==> src/rtl/pmem_pkg.sv <==
// pmem_pkg: shared types and constants for the program-memory loader.
//   pmem_ld_state_t : loader FSM state encoding
//   PMEM_ADDR_W     : program-memory word-index width (32768 words)
//   PMEM_HW_W       : stream halfword width
package pmem_pkg;

    localparam int PMEM_ADDR_W = 15;
    localparam int PMEM_HW_W   = 16;

    typedef enum logic [3:0] {
        ST_IDLE,
        ST_ADDR_L,
        ST_ADDR_H,
        ST_CNT_L,
        ST_CNT_H,
        ST_DATA_L,
        ST_DATA_H,
        ST_CSUM,
        ST_DONE
    } pmem_ld_state_t;

endpackage

==> src/rtl/pmem_loader.sv <==
// pmem_loader: turns a 16-bit host halfword stream into program-memory writes.
// Stream layout: addr_lo, addr_hi, cnt_lo, cnt_hi, then cnt x (data_lo, data_hi),
// then one checksum halfword when LOADER_CHECKSUM_EN is defined.
// The core is held for the whole load so fetch never sees a half-written image.
//
// Optional feature macro: LOADER_CHECKSUM_EN (16-bit payload sum check).
//
// Ports:
//   clk, reset          : clock, synchronous active-high reset
//   start_c0            : pulse that begins a load (IDLE only)
//   in_valid_c0/data_c0 : halfword stream input
//   in_ready_c0         : halfword accepted this cycle when valid
//   pmem_we_c1/waddr_c1/wdata_c1 : registered program-memory write port
//   cpu_hold            : high from the cycle after start through DONE
//   done_c1             : one-cycle end-of-load pulse
//   error_c1            : sticky checksum mismatch (0 without the macro)
module pmem_loader
    import pmem_pkg::*;
#(
    parameter int ADDR_W = PMEM_ADDR_W
) (
    input  logic                 clk,
    input  logic                 reset,
    input  logic                 start_c0,
    input  logic                 in_valid_c0,
    input  logic [PMEM_HW_W-1:0] in_data_c0,
    output logic                 in_ready_c0,
    output logic                 pmem_we_c1,
    output logic [ADDR_W-1:0]    pmem_waddr_c1,
    output logic [31:0]          pmem_wdata_c1,
    output logic                 cpu_hold,
    output logic                 done_c1,
    output logic                 error_c1
);

`ifdef LOADER_CHECKSUM_EN
    localparam pmem_ld_state_t END_ST = ST_CSUM;
`else
    localparam pmem_ld_state_t END_ST = ST_DONE;
`endif

    pmem_ld_state_t       state_q, state_d;
    logic [PMEM_HW_W-1:0] lo_q;      // low halfword of the field being assembled
    logic [ADDR_W-1:0]    widx_q;    // next word index to write
    logic [31:0]          cnt_q;     // words still to write
    logic                 we_q;
    logic [ADDR_W-1:0]    waddr_q;
    logic [31:0]          wdata_q;
    logic                 hs;
    logic [31:0]          word_in;   // current halfword paired with the latched low half

    assign hs      = in_valid_c0 && in_ready_c0;
    assign word_in = {in_data_c0, lo_q};

    // state register
    always_ff @(posedge clk) begin
        if (reset) state_q <= ST_IDLE;
        else       state_q <= state_d;
    end

    // next state
    always_comb begin
        state_d = state_q;
        case (state_q)
            ST_IDLE:   if (start_c0) state_d = ST_ADDR_L;
            ST_ADDR_L: if (hs) state_d = ST_ADDR_H;
            ST_ADDR_H: if (hs) state_d = ST_CNT_L;
            ST_CNT_L:  if (hs) state_d = ST_CNT_H;
            ST_CNT_H:  if (hs) state_d = (word_in != 32'd0) ? ST_DATA_L : END_ST;
            ST_DATA_L: if (hs) state_d = ST_DATA_H;
            // cnt_q still holds the pre-decrement count here
            ST_DATA_H: if (hs) state_d = (cnt_q == 32'd1) ? END_ST : ST_DATA_L;
            ST_CSUM:   if (hs) state_d = ST_DONE;
            ST_DONE:   state_d = ST_IDLE;
            default:   state_d = ST_IDLE;
        endcase
    end

    // state-decoded outputs
    always_comb begin
        in_ready_c0 = (state_q != ST_IDLE) && (state_q != ST_DONE);
        cpu_hold    = (state_q != ST_IDLE);
        done_c1     = (state_q == ST_DONE);
    end

    // datapath: header capture, word assembly, registered write
    always_ff @(posedge clk) begin
        if (reset) begin
            lo_q    <= '0;
            widx_q  <= '0;
            cnt_q   <= '0;
            we_q    <= 1'b0;
            waddr_q <= '0;
            wdata_q <= '0;
        end else begin
            we_q <= 1'b0;
            if (hs) begin
                case (state_q)
                    ST_ADDR_L, ST_CNT_L, ST_DATA_L: lo_q <= in_data_c0;
                    ST_ADDR_H: widx_q <= word_in[ADDR_W+1:2];  // byte addr -> word index
                    ST_CNT_H:  cnt_q  <= word_in;
                    ST_DATA_H: begin
                        we_q    <= 1'b1;
                        waddr_q <= widx_q;
                        wdata_q <= word_in;
                        widx_q  <= widx_q + {{(ADDR_W-1){1'b0}}, 1'b1};  // wraps mod 2^ADDR_W
                        cnt_q   <= cnt_q - 32'd1;
                    end
                    default: ;
                endcase
            end
        end
    end

    assign pmem_we_c1    = we_q;
    assign pmem_waddr_c1 = waddr_q;
    assign pmem_wdata_c1 = wdata_q;

`ifdef LOADER_CHECKSUM_EN
    logic [PMEM_HW_W-1:0] sum_q;
    logic                 err_q;

    // payload-only running sum; cleared together with the error flag on start
    always_ff @(posedge clk) begin
        if (reset) begin
            sum_q <= '0;
            err_q <= 1'b0;
        end else if (state_q == ST_IDLE && start_c0) begin
            sum_q <= '0;
            err_q <= 1'b0;
        end else if (hs) begin
            if (state_q == ST_DATA_L || state_q == ST_DATA_H)
                sum_q <= sum_q + in_data_c0;
            else if (state_q == ST_CSUM && in_data_c0 != sum_q)
                err_q <= 1'b1;
        end
    end

    assign error_c1 = err_q;
`else
    assign error_c1 = 1'b0;
`endif

endmodule
==> config.mk <==
export PLATFORM = sky130hd
export DESIGN_NAME = pmem_loader
export DESIGN_NICKNAME = d
export VERILOG_FILES = /design/src/rtl/pmem_pkg.sv /design/src/rtl/pmem_loader.sv
export SDC_FILE = /design/constraint.sdc
export NUM_CORES = 1
export LEC_CHECK = 0
export ABC_AREA = 1
export CAP_MARGIN = 20
export CORE_MARGIN = 5
export CORE_UTILIZATION = 56
export DETAILED_ROUTE_END_ITERATION = 16
export PLACE_DENSITY_LB_ADDON = 0.2
export SYNTH_ARGS = -nofsm -noshare
export SYNTH_HDL_FRONTEND = slang
export SYNTH_SLANG_ARGS = --single-unit
==> constraint.sdc <==
create_clock -name clk -period 1.6 [get_ports clk]
set_input_delay 0.16 -clock clk [delete_from_list [all_inputs] [get_ports clk]]
set_output_delay 0.16 -clock clk [all_outputs]
set_load 0.01 [all_outputs]
==> results of run 1 <==
[critical path: cells and delay by family, from the launching register on]
kind	cells	cell delay, ns
AOI/OAI and AO/OA	2	0.37
and+or+nand+nor	2	0.23
DFF	1	0.40
buffers and inverters	5	0.50
[path summary, 6_finish.rpt]
| path | depth (start not counted) | to | start |
|---|---|---|---|
| worst min register to register | 2 | cnt_q[0] | lo_q[0] |
| worst max-delay path | 9 | widx_q[5] | state_q[0] |
| worst min-delay path | 3 | lo_q[5] | in_data_c0[5] |
| worst max register to register | 9 | widx_q[5] | state_q[0] |
[synth_stat cells (4+ instances only)]
library cell	number	area share (%)
sky130_fd_sc_hd__o21ai_0	108	9.3
sky130_fd_sc_hd__dfxtp_1	115	39
sky130_fd_sc_hd__nor2_1	166	11
sky130_fd_sc_hd__buf_6	7	1.3
sky130_fd_sc_hd__a31oi_1	12	1.3
sky130_fd_sc_hd__o21ai_1	9	0.77
sky130_fd_sc_hd__inv_1	71	4.6
sky130_fd_sc_hd__buf_4	6	0.77
sky130_fd_sc_hd__nor2_2	5	0.54
sky130_fd_sc_hd__clkbuf_1	14	0.90
sky130_fd_sc_hd__nor3_1	8	0.69
sky130_fd_sc_hd__xnor2_1	8	1.2
sky130_fd_sc_hd__nand3_1	43	3.7
sky130_fd_sc_hd__nand4_1	4	0.43
sky130_fd_sc_hd__a211oi_1	4	0.51
sky130_fd_sc_hd__inv_2	7	0.45
sky130_fd_sc_hd__nand2_1	158	10
sky130_fd_sc_hd__buf_2	14	1.2
sky130_fd_sc_hd__a21oi_1	86	7.4
[final cells by class]
type | count | area share (%)
clock buffer | 18 | 5.30
clock inverter | 14 | 2.19
inverter | 78 | 3.78
multi-input combinational | 643 | 39.5
sequential | 115 | 28.7
tap | 136 | 2.11
timing repair buffer | 148 | 18.3
[registers in the layout, indices dropped and copies added (netlist names)]
register and count:
cnt_q 32, lo_q 16, pmem_waddr_c1 15, pmem_wdata_c1 32, pmem_we_c1 1, state_q 4, widx_q 15
[power breakdown]
part	internal (W)	switching (W)
Sequential	0.00307	0.000201
Clock	0.00243	0.00144
Combinational	0.000751	0.00125
Total	0.00624	0.00289
[layout by cell type, fill, tap and decap left out, types with 26 or more instances in the layout]
cell type / n
sky130_fd_sc_hd__a21oi_1: 85
sky130_fd_sc_hd__buf_4: 64
sky130_fd_sc_hd__clkdlybuf4s50_1: 32
sky130_fd_sc_hd__dfxtp_1: 106
sky130_fd_sc_hd__dlymetal6s2s_1: 26
sky130_fd_sc_hd__inv_1: 62
sky130_fd_sc_hd__nand2_1: 142
sky130_fd_sc_hd__nand3_1: 41
sky130_fd_sc_hd__nor2_1: 142
sky130_fd_sc_hd__o21ai_0: 98
[cell families after synthesis]
group,Yosys count
adders and majority gates,3
AOI/OAI and AO/OA,229
buffers and inverters,120
other,1
DFF,115
and+or+nand+nor,399
xor gates and xnor gates,11
[stage by stage]
| stage | setup WS (ns) | hold WS, ns | std cells | total power (W) | util, % |
|---|---|---|---|---|---|
| finish | -0.0446 | 0.311 | 1152 | 0.00914 | 78.8 |
| global route | -0.0735 | 0.323 | 1152 | 0.00946 | 78.8 |
| CTS | -0.0269 | 0.300 | 1141 | 0.00893 | 75.2 |
| detailed placement | -0.119 | 0.480 | 1107 | 0.00509 | 68.7 |
| global placement | -0.0591 | 0.470 | 1107 | 0.00503 | 68.7 |
| floorplan | 0.149 | 0.238 | 878 | 0.00437 | - |
[routing by layer]
layer  part of all wire (%)  vias up  track usage, %
li1                       -     3124               -
met1                     39     3104            38.2
met2                     46      392            49.5
met3                    9.1       94            6.58
met4                    5.2        0            16.8
met5                      0        -               0
[repair_timing]
action,4_1_cts,5_1_grt
buffers inserted,2,9
pin swaps,2,18
gates resized for setup,31,110
setup endpoints to repair,80,106
gates cloned,0,2
==> out/summary.md, run 1 <==
* **last weighted congestion value of the routability-driven placer** 1.00
* **first-pass iteration count of the detailed router** 6
* **share of cells above drive strength 1** 20.0%
* **Synth Area in Adders** 0.643%
* **average wire per standard cell** 17.6 um
* **nature of the critical path startpoint** flip-flop
* **mapped cell area** 5840 um2
* **GRT Util Overall** 30.7%
* **portion of the clock cycle consumed by the worst path in the final layout** 103%
* **hold bufs inserted after CTS** 0
* **Worst setup EP type** flip-flop
* **ys async rst share** 0%
* **leftover overflow at the end of global routing** 0
* **area taken by flip-flops and latches** 2320 um2
* **top_reg_cell synth** sky130_fd_sc_hd__dfxtp_1
* **most common cell type on the critical path** sky130_fd_sc_hd__inv_4
* **fillers** 739
* **yosys warns** 0
* **pwr/cell area** 1130 nW/um2
* **multiplexer share of the synthesized area** 0%
* **Post-Syn Nets** 901
* **final setup slack of the worst path** -0.0446 ns
* **required time of the worst setup path** 2.01 ns
* **IR Drop Worst-Case VDD** 952 uV
* **initial core utilization** 57.1%
* **cell type of the slowest stage on the worst timing path** sky130_fd_sc_hd__dfxtp_2
* **standard-cell rows** 37
* **area of the multi-input gates** 3190 um2
* **highest clock frequency the design can meet** 608 MHz
* **instance area at placement** 7030 um2
* **die width** 112 um
* **Syn Area/Cell** 6.65 um2
* **Hold Fails Final Rpt** 0
* **Vias** 6,714
* **average vias per placed instance** 5.83
* **setup TNS after final layout** -0.0446 ns
* **Final #Nets** 1,026
* **share of the synthesized area in compound gates (AO/OA/AOI/OAI)** 20.5%
* **critical-path cell list** inv_4 > nand2_2 > inv_4 > buf_4 > nand3_2 > inv_2 > buf_12 > o21ai_0 > a21oi_1
* **final number of setup-violating endpoints** 1
* **instance count of the mapped netlist** 878
* **worst-case clock buffer depth** 2
* **XOR/XNOR share of the synthesized area** 1.65%
* **largest family of logic cells by synthesized area** simple AND/OR/NAND/NOR gates
* **clock root cell** sky130_fd_sc_hd__clkbuf_8
* **number of top-level pins** 72
* **Arr. time, crit path** 2.05 ns
* **Ant. Diodes** 0
* **clock latency on the worst-skew pair** 0.54 ns
* **failing checks** negative setup slack
* **Die Footprint** 12,600 um2
* **Core Region** 10,200 um2
* **clock slew at reported path FFs** 0.06 ns
* **biggest fanout along the worst timing path** 17
* **worst hold path class** input port to flip-flop
* **Pleak** 4.00 nW
* **number of sinks on the clock net** 115
* **maximum clock skew at final layout** 0.00920 ns
* **run status** finished with violations
* **first-pass GRT wire length** 31,000 um
* **Worst Path Class, Setup** flip-flop to flip-flop
* **height of the die** 112 um
* **total non-filler cell area in the finished layout** 8070 um2
* **RSZ-0062 raised after global routing** true
* **H-tree depth** 4
* **count of flip-flops with a built-in enable after synthesis** 0
* **total detailed-routing wirelength** 20,300 um
* **area overhead of the layout relative to synthesis** 38.1%
* **Max Transition Viols Final** 0
* **simple-gate area share of the yosys netlist** 28.4%
* **post-synthesis sequential element count** 115
* **time the final worst path needs with I/O delays and setup** 1.64 ns
* **count of cell types in the netlist** 38
* **number of buffers created by CTS** 17
* **Slowest Stage Delay on Critical Path** 0.40 ns
* **number of violations of the max-capacitance limit** 0
* **maximum number of pins on one net before global-route repair** 44
* **number of global-route vias before repair** 6,285
* **drc violations** 0
* **count of buffers inserted at the top-level ports** 70
* **antenna violations before repair** 0
* **register-to-register path setup slack** -0.04 ns
* **Detailed Route Iter0 Violations** 813
* **Detail Route Antenna Nets** 0
* **post-synthesis sequential area ratio** 39.4%
* **DPL Wire Length** 14,000 um
* **clock tree from TritonCTS** built
(Power assumes the default switching activity.)
==> run 2: changes to the inputs <==
--- a/config.mk
+++ b/config.mk
@@ -8,7 +8,7 @@
 export ABC_AREA = 1
 export CAP_MARGIN = 20
 export CORE_MARGIN = 5
-export CORE_UTILIZATION = 56
+export CORE_UTILIZATION = 60
 export DETAILED_ROUTE_END_ITERATION = 16
 export PLACE_DENSITY_LB_ADDON = 0.2
 export SYNTH_ARGS = -nofsm -noshare
==> constraint.sdc (replaced) <==
create_clock -name clk -period 1.9 [get_ports clk]
set_input_delay 0.19 -clock clk [delete_from_list [all_inputs] [get_ports clk]]
set_output_delay 0.19 -clock clk [all_outputs]
set_load 0.01 [all_outputs]
==> run 2 against run 1 <==
- the flow now finishes without violations
- maximum frequency fell by 6.7%
- first-iteration DRC count fell by 7.9%
- clock skew fell by 0.0016 ns
- die area fell by 6.1%
- critical path depth fell by 1
- clock-buffer cell count rose by 6
- worst setup slack improved by 0.18 ns
- via count fell by 5.6%
- register-to-register slack improved by 0.18 ns
- cell area fell by 8.7%
- largest cell class unchanged
- cell count fell by 4.3%
- global-route usage rose by 1.5 points
==> out/summary.md, run 2 (synthesis gave the netlist of run 1 again) <==
* **core utilization of the finished layout** 76.4%
* **first-pass iteration count of the detailed router** 5
* **pwr/cell area** 1020 nW/um2
* **RSZ-0062 raised after global routing** false
* **Ant. Diodes** 0
* **first-pass GRT wire length** 29,400 um
* **Arr. time, crit path** 2.22 ns
* **clock slew at reported path FFs** 0.06 ns
* **leftover overflow at the end of global routing** 0
* **Global Route met3 Usage** 8.53%
* **average vias per placed instance** 5.74
* **final number of setup-violating endpoints** 0
* **Worst Min Path Start** in_data_c0[9]
* **Final #Nets** 980
* **pre-CTS WS** -0.00558 ns
* **number of violations of the max-capacitance limit** 0
* **average wire per standard cell** 16.7 um
* **clock root cell** sky130_fd_sc_hd__clkbuf_8
* **instance area at placement** 6700 um2
* **maximum number of pins on one net before global-route repair** 79
* **Die Footprint** 11,800 um2
* **final setup slack of the worst path** 0.137 ns
* **total non-filler cell area in the finished layout** 7360 um2
* **highest clock frequency the design can meet** 567 MHz
* **sequential share of power** 36.9%
* **Max Transition Viols Final** 0
* **Vias** 6,336
* **Core Region** 9640 um2
* **height of the die** 109 um
* **fillers** 768
* **H-tree depth** 4
* **Hold Fails Final Rpt** 0
* **part of the power in the clock network** 43.8%
* **clock latency on the worst-skew pair** 0.54 ns
* **GRT Util Overall** 32.2%
* **end point of the worst hold path** pmem_wdata_c1[25]
* **share of cells above drive strength 1** 9.69%
* **run status** completed
* **met1 Usage GRT** 40.3%
* **most used routing layer** met2
* **Net Switching** 0.00226 W
* **nature of the critical path startpoint** flip-flop
* **Fin Hold WS** 0.332 ns
* **Pleak** 3.20 nW
* **global routing usage on met2** 51.5%
* **highest-count cells in the layout ignoring fill and taps** sky130_fd_sc_hd__nor2_1 (165), sky130_fd_sc_hd__nand2_1 (156), sky130_fd_sc_hd__dfxtp_1 (113)
* **launching point of the worst reg2reg path** widx_q[0]
* **drc violations** 0
* **Crit Reg-Reg Endpoint** widx_q[10]
* **register-to-register path setup slack** 0.14 ns
* **clock tree from TritonCTS** built
* **number of buffers created by CTS** 17
* **relative contribution of combinational cells to total power** 19.3%
* **Worst setup EP type** flip-flop
* **Detail Route Antenna Nets** 0
* **Worst Path Class, Setup** flip-flop to flip-flop
* **initial core utilization** 60.6%
* **Hold Crit Depth** 3
* **worst-case clock buffer depth** 2
* **die width** 109 um
* **number of cell instances on the worst register-to-register path** 8
* **commonest non-fill, non-tap cell in the layout** sky130_fd_sc_hd__nor2_1
* **total detailed-routing wirelength** 18,400 um
* **DPL Wire Length** 13,000 um
* **time the final worst path needs with I/O delays and setup** 1.76 ns
* **Detailed Route Iter0 Violations** 749
* **required time of the worst setup path** 2.36 ns
* **number of global-route vias before repair** 6,073
* **Int Pwr** 0.00523 W
* **number of top-level pins** 72
* **portion of the clock cycle consumed by the worst path in the final layout** 92.8%
* **IR Drop Worst-Case VDD** 727 uV
* **maximum clock skew at final layout** 0.00762 ns
* **worst hold path class** input port to flip-flop
* **antenna violations before repair** 0
* **number of sinks on the clock net** 115
* **area overhead of the layout relative to synthesis** 26.1%
* **biggest fanout along the worst timing path** 5
* **standard-cell rows** 36
* **count of buffers inserted at the top-level ports** 70
* **last weighted congestion value of the routability-driven placer** 0.979
* **net switching share of the total power** 30.2%
## run 2: metal layers
metal	vias up	part of all wire, %
met1	2891	41
met3	60	9.9
met2	351	45
met5	-	0
li1	3034	-
met4	0	3.9
## run 2: how the worst max path moves through the flow
stage | cells after the start | slack (ns) | from | to
2_1_floorplan | 9 | 0.45 | cnt_q[0] | cnt_q[26]
3_3_place_gp | 9 | 0.07 | in_valid_c0 | cnt_q[4]
3_5_place_dp | 8 | -0.006 | in_valid_c0 | cnt_q[5]
4_1_cts | 3 | 0.008 | state_q[2] | in_ready_c0
5_1_grt | 9 | 0.01 | cnt_q[1] | cnt_q[30]
6_report | 8 | 0.14 | widx_q[0] | widx_q[10]
## run 2: area by class of cell
type                            instances  area (um2)  share of cell area (%)
Multi-Input combinational cell        643        3010                    40.9
Sequential cell                       115        2300                    31.3
Clock inverter                          8         124                    1.68
Timing Repair Buffer                  102         978                    13.3
Inverter                               78         297                    4.03
Tap cell                              133         166                    2.26
Clock buffer                           24         480                    6.53
## run 2: through the flow
stage | setup TNS (ns) | power [W] | std cells
global route | 0 | 0.00777 | 1103
global placement | 0 | 0.00411 | 1066
floorplan | 0 | 0.00368 | 878
detailed placement | -0.00558 | 0.00415 | 1066
CTS | 0 | 0.00740 | 1098
finish | 0 | 0.00748 | 1103
## run 2: power groups by stage
| stage | Combinational, W | Sequential (W) | Clock (W) |
|---|---|---|---|
| finish | 0.00145 | 0.00276 | 0.00328 |
| global route | 0.00160 | 0.00277 | 0.00340 |
| CTS | 0.00137 | 0.00275 | 0.00328 |
| detailed placement | 0.00136 | 0.00279 | 0 |
| global placement | 0.00133 | 0.00278 | 0 |
| floorplan | 0.000948 | 0.00273 | 0 |
## run 2: worst max-delay path: stages (launching register included)
cell,delay [ns]
sky130_fd_sc_hd__dfxtp_1,0.43
sky130_fd_sc_hd__ha_1,0.25
sky130_fd_sc_hd__nand2_1,0.11
sky130_fd_sc_hd__nor2_2,0.18
sky130_fd_sc_hd__nand2_1,0.11
sky130_fd_sc_hd__nor2_2,0.21
sky130_fd_sc_hd__or2_2,0.15
sky130_fd_sc_hd__nand3_1,0.08
sky130_fd_sc_hd__a21oi_1,0.16
## run 2: repair_timing
item                                    4_1_cts  5_1_grt
endpoints found under the setup margin        3        9
hold buffers                                  0        0
gates resized for setup                       5        5
buffers inserted                              0        5
==> run 3: changes to the inputs <==
--- a/config.mk
+++ b/config.mk
@@ -5,10 +5,10 @@
 export SDC_FILE = /design/constraint.sdc
 export NUM_CORES = 1
 export LEC_CHECK = 0
-export ABC_AREA = 1
+export ABC_AREA = 0
 export CAP_MARGIN = 20
 export CORE_MARGIN = 5
-export CORE_UTILIZATION = 60
+export CORE_UTILIZATION = 59
 export DETAILED_ROUTE_END_ITERATION = 16
 export PLACE_DENSITY_LB_ADDON = 0.2
 export SYNTH_ARGS = -nofsm -noshare
==> run 3 against run 2 <==
- the flow now finishes with violations (negative setup slack)
- critical path type unchanged
- register-to-register slack lost 0.70 ns
- area after synthesis shrank 7.0%
- critical path depth shrank 3
==> out/summary.md, run 3 <==
* **maximum number of pins on one net before global-route repair** 62
* **Detail Route Antenna Nets** 0
* **clock slew at reported path FFs** 0.06 ns
* **launching point of the worst reg2reg path** cnt_q[12]
* **nature of the critical path startpoint** flip-flop
* **setup TNS after final layout** -7.94 ns
* **H-tree depth** 4
* **average vias per placed instance** 6.71
* **Int Pwr** 0.00460 W
* **multiplexer share of the synthesized area** 0.392%
* **net switching share of the total power** 26.3%
* **leftover overflow at the end of global routing** 0
* **initial core utilization** 59.6%
* **sequential share of power** 39.6%
* **last weighted congestion value of the routability-driven placer** 0.891
* **cells taking the most area after synthesis** sky130_fd_sc_hd__dfxtp_1 (42%), sky130_fd_sc_hd__nand2_1 (12%), sky130_fd_sc_hd__a21oi_1 (9.2%)
* **most common cell type on the critical path** sky130_fd_sc_hd__or4_4
* **total detailed-routing wirelength** 21,300 um
* **first-pass GRT wire length** 33,300 um
* **Hold Fails Final Rpt** 0
* **end point of the worst hold path** cnt_q[6]
* **number of top-level pins** 72
* **share of the synthesized area in compound gates (AO/OA/AOI/OAI)** 23.4%
* **Pleak** 3.03 nW
* **register-to-register path setup slack** -0.56 ns
* **final setup slack of the worst path** -0.559 ns
* **count of cell types in the netlist** 55
* **Post-Syn Nets** 747
* **failing checks** negative setup slack
* **Arr. time, crit path** 2.90 ns
* **instance count of the mapped netlist** 724
* **relative contribution of combinational cells to total power** 9.1%
* **Crit Reg-Reg Endpoint** cnt_q[29]
* **Max Transition Viols Final** 0
* **Core Region** 9110 um2
* **Ant. Diodes** 0
* **category of cells accounting for the largest share of critical-path delay** simple AND/OR/NAND/NOR gates
* **DPL Wire Length** 13,000 um
* **area overhead of the layout relative to synthesis** 48.4%
* **top_reg_cell synth** sky130_fd_sc_hd__dfxtp_1
* **clock tree from TritonCTS** built
* **time the final worst path needs with I/O delays and setup** 2.46 ns
* **area of the multi-input gates** 3160 um2
* **height of the die** 106 um
* **actual slew at the worst max-slew pin** 0.687 ns
* **GRT Util Overall** 37.1%
* **IR Drop Worst-Case VDD** 659 uV
* **number of buffers created by CTS** 17
* **most common cell in the synthesized netlist** sky130_fd_sc_hd__nand2_1
* **Vias** 6,801
* **part of the power in the clock network** 51.3%
* **required time of the worst setup path** 2.34 ns
* **mapped cell area** 5430 um2
* **die width** 106 um
* **post-synth top area cell** sky130_fd_sc_hd__dfxtp_1
* **Worst setup EP type** flip-flop
* **clock root cell** sky130_fd_sc_hd__clkbuf_8
* **post-synthesis sequential element count** 115
* **maximum clock skew at final layout** 0.0154 ns
* **number of violations of the max-capacitance limit** 0
* **final number of setup-violating endpoints** 24
* **run status** finished with violations
* **share of cells above drive strength 1** 24.9%
* **Net Switching** 0.00164 W
* **yosys warns** 0
* **area fraction of the dominant cell type after synthesis** 42.4%
* **Die Footprint** 11,200 um2
* **standard-cell rows** 35
* **worst-case clock buffer depth** 2
* **largest family of logic cells by synthesized area** simple AND/OR/NAND/NOR gates
* **fillers** 450
* **Hold Crit Depth** 2
* **pre-CTS WS** -0.510 ns
* **cell type of the slowest stage on the worst timing path** sky130_fd_sc_hd__or4_4
* **number of sinks on the clock net** 115
* **drc violations** 0
* **ranking of synthesized cells by instance count** sky130_fd_sc_hd__nand2_1 (173), sky130_fd_sc_hd__dfxtp_1 (115), sky130_fd_sc_hd__a21oi_1 (100), sky130_fd_sc_hd__clkbuf_1 (53), sky130_fd_sc_hd__nor2_1 (38)
* **clock latency on the worst-skew pair** 0.53 ns
* **biggest fanout along the worst timing path** 3
* **simple-gate area share of the yosys netlist** 28.3%
* **Synth Area in Adders** 0.691%
* **first-pass iteration count of the detailed router** 8
* **commonest non-fill, non-tap cell in the layout** sky130_fd_sc_hd__nand2_1
* **number of cell instances on the worst register-to-register path** 5
* **count of flip-flops with a built-in enable after synthesis** 0
* **Syn Area/Cell** 7.50 um2
* **highest clock frequency the design can meet** 407 MHz
* **Slowest Stage Delay on Critical Path** 0.56 ns
* **Worst Path Class, Setup** flip-flop to flip-flop
* **count of buffers inserted at the top-level ports** 70
* **worst hold path class** input port to flip-flop
* **post-synthesis sequential area ratio** 42.4%
* **average wire per standard cell** 21.0 um
* **portion of the clock cycle consumed by the worst path in the final layout** 129%
* **Detailed Route Iter0 Violations** 786
* **pwr/cell area** 774 nW/um2
* **area taken by flip-flops and latches** 2310 um2
* **Worst Min Path Start** reset
* **ys async rst share** 0%
* **antenna violations before repair** 0
* **RSZ-0062 raised after global routing** true
* **highest-count cells in the layout ignoring fill and taps** sky130_fd_sc_hd__nand2_1 (170), sky130_fd_sc_hd__buf_4 (121), sky130_fd_sc_hd__dfxtp_1 (108)
* **Final #Nets** 913
* **XOR/XNOR share of the synthesized area** 0%
* **Max-slew headroom** 54.2%
* **critical-path cell list** or4_4 > or4_4 > or4_4 > or3_1 > a31oi_1
* **number of global-route vias before repair** 6,636
* **critical path buffer and inverter count** 0
-- run 3: changes by cell type after synthesis, sizes merged, moves of 8 or more --
cell,change
nor2,-136
o21ai,-93
inv,-71
clkbuf,+39
buf,-21
nand3,-18
nor4,+15
or4,+13
a21oi,+12
a22oi,+12
nand2,+12
nor3,+10
or3,+10
xnor2,-8
-- run 3: worst max path at each step --
stage	startpoint	to	slack (ns)	depth (start not counted)
after floorplan	cnt_q[12]	cnt_q[29]	-0.48	6
after global placement	cnt_q[12]	cnt_q[29]	-0.48	5
after detailed placement	cnt_q[12]	cnt_q[31]	-0.51	5
after CTS	cnt_q[12]	cnt_q[29]	-0.48	5
after global routing	cnt_q[12]	cnt_q[29]	-0.60	5
final	cnt_q[12]	cnt_q[29]	-0.56	5
-- run 3: worst register-to-register path, stage by stage, from the launching register on --
cell and delay [ns]:
sky130_fd_sc_hd__dfxtp_2 0.32, sky130_fd_sc_hd__or4_4 0.55, sky130_fd_sc_hd__or4_4 0.47, sky130_fd_sc_hd__or4_4 0.56, sky130_fd_sc_hd__or3_1 0.34, sky130_fd_sc_hd__a31oi_1 0.14
-- run 3: what timing repair did --
action                     4_1_cts  5_1_grt
gates resized for setup         38       31
setup endpoints to repair       27       38
pin swaps                        8       13
hold buffers                     0        0
setup buffers                   10        7
-- run 3: kinds of logic after synthesis --
| kind of cell | count (synthesis) |
|---|---|
| and+or+nand+nor | 328 |
| AOI/OAI and AO/OA | 208 |
| DFF | 115 |
| buffers and inverters | 67 |
| adders and majority gates | 3 |
| muxes | 2 |
| other | 1 |
-- run 3: metrics by stage --
step	cells	utilization (%)	total power [W]	instance area (um2)	hold WS [ns]
floorplan	724	-	0.00273	5480	0.326
global placement	965	77.8	0.00299	7080	0.443
detailed placement	965	77.8	0.00300	7080	0.448
CTS	1007	86.5	0.00617	7880	0.165
global route	1014	88.5	0.00639	8060	0.214
finish	1014	88.5	0.00624	8060	0.176
-- run 3: power by group through the flow --
stage	clock network [W]	logic, W	registers [W]
final	0.00320	0.000568	0.00247
after global routing	0.00332	0.000595	0.00247
after CTS	0.00319	0.000511	0.00247
after detailed placement	0	0.000479	0.00252
after global placement	0	0.000466	0.00252
after floorplan	0	0.000217	0.00251
-- run 3: cell type report --
class	instances	area share [%]
clock inverter	15	2.08
tap	111	1.72
sequential	115	28.7
inverter	7	0.326
timing repair buffer	207	22.8
multi-input combinational	542	39.3
clock buffer	17	5.14
-- run 3: layer usage --
layer | wire (um) | track usage [%] | vias up
li1 | - | - | 2955
met1 | 7720 | 44.3 | 3198
met2 | 10100 | 62.9 | 501
met3 | 2120 | 6.38 | 147
met4 | 1350 | 21.6 | 0
met5 | 0 | 0 | -
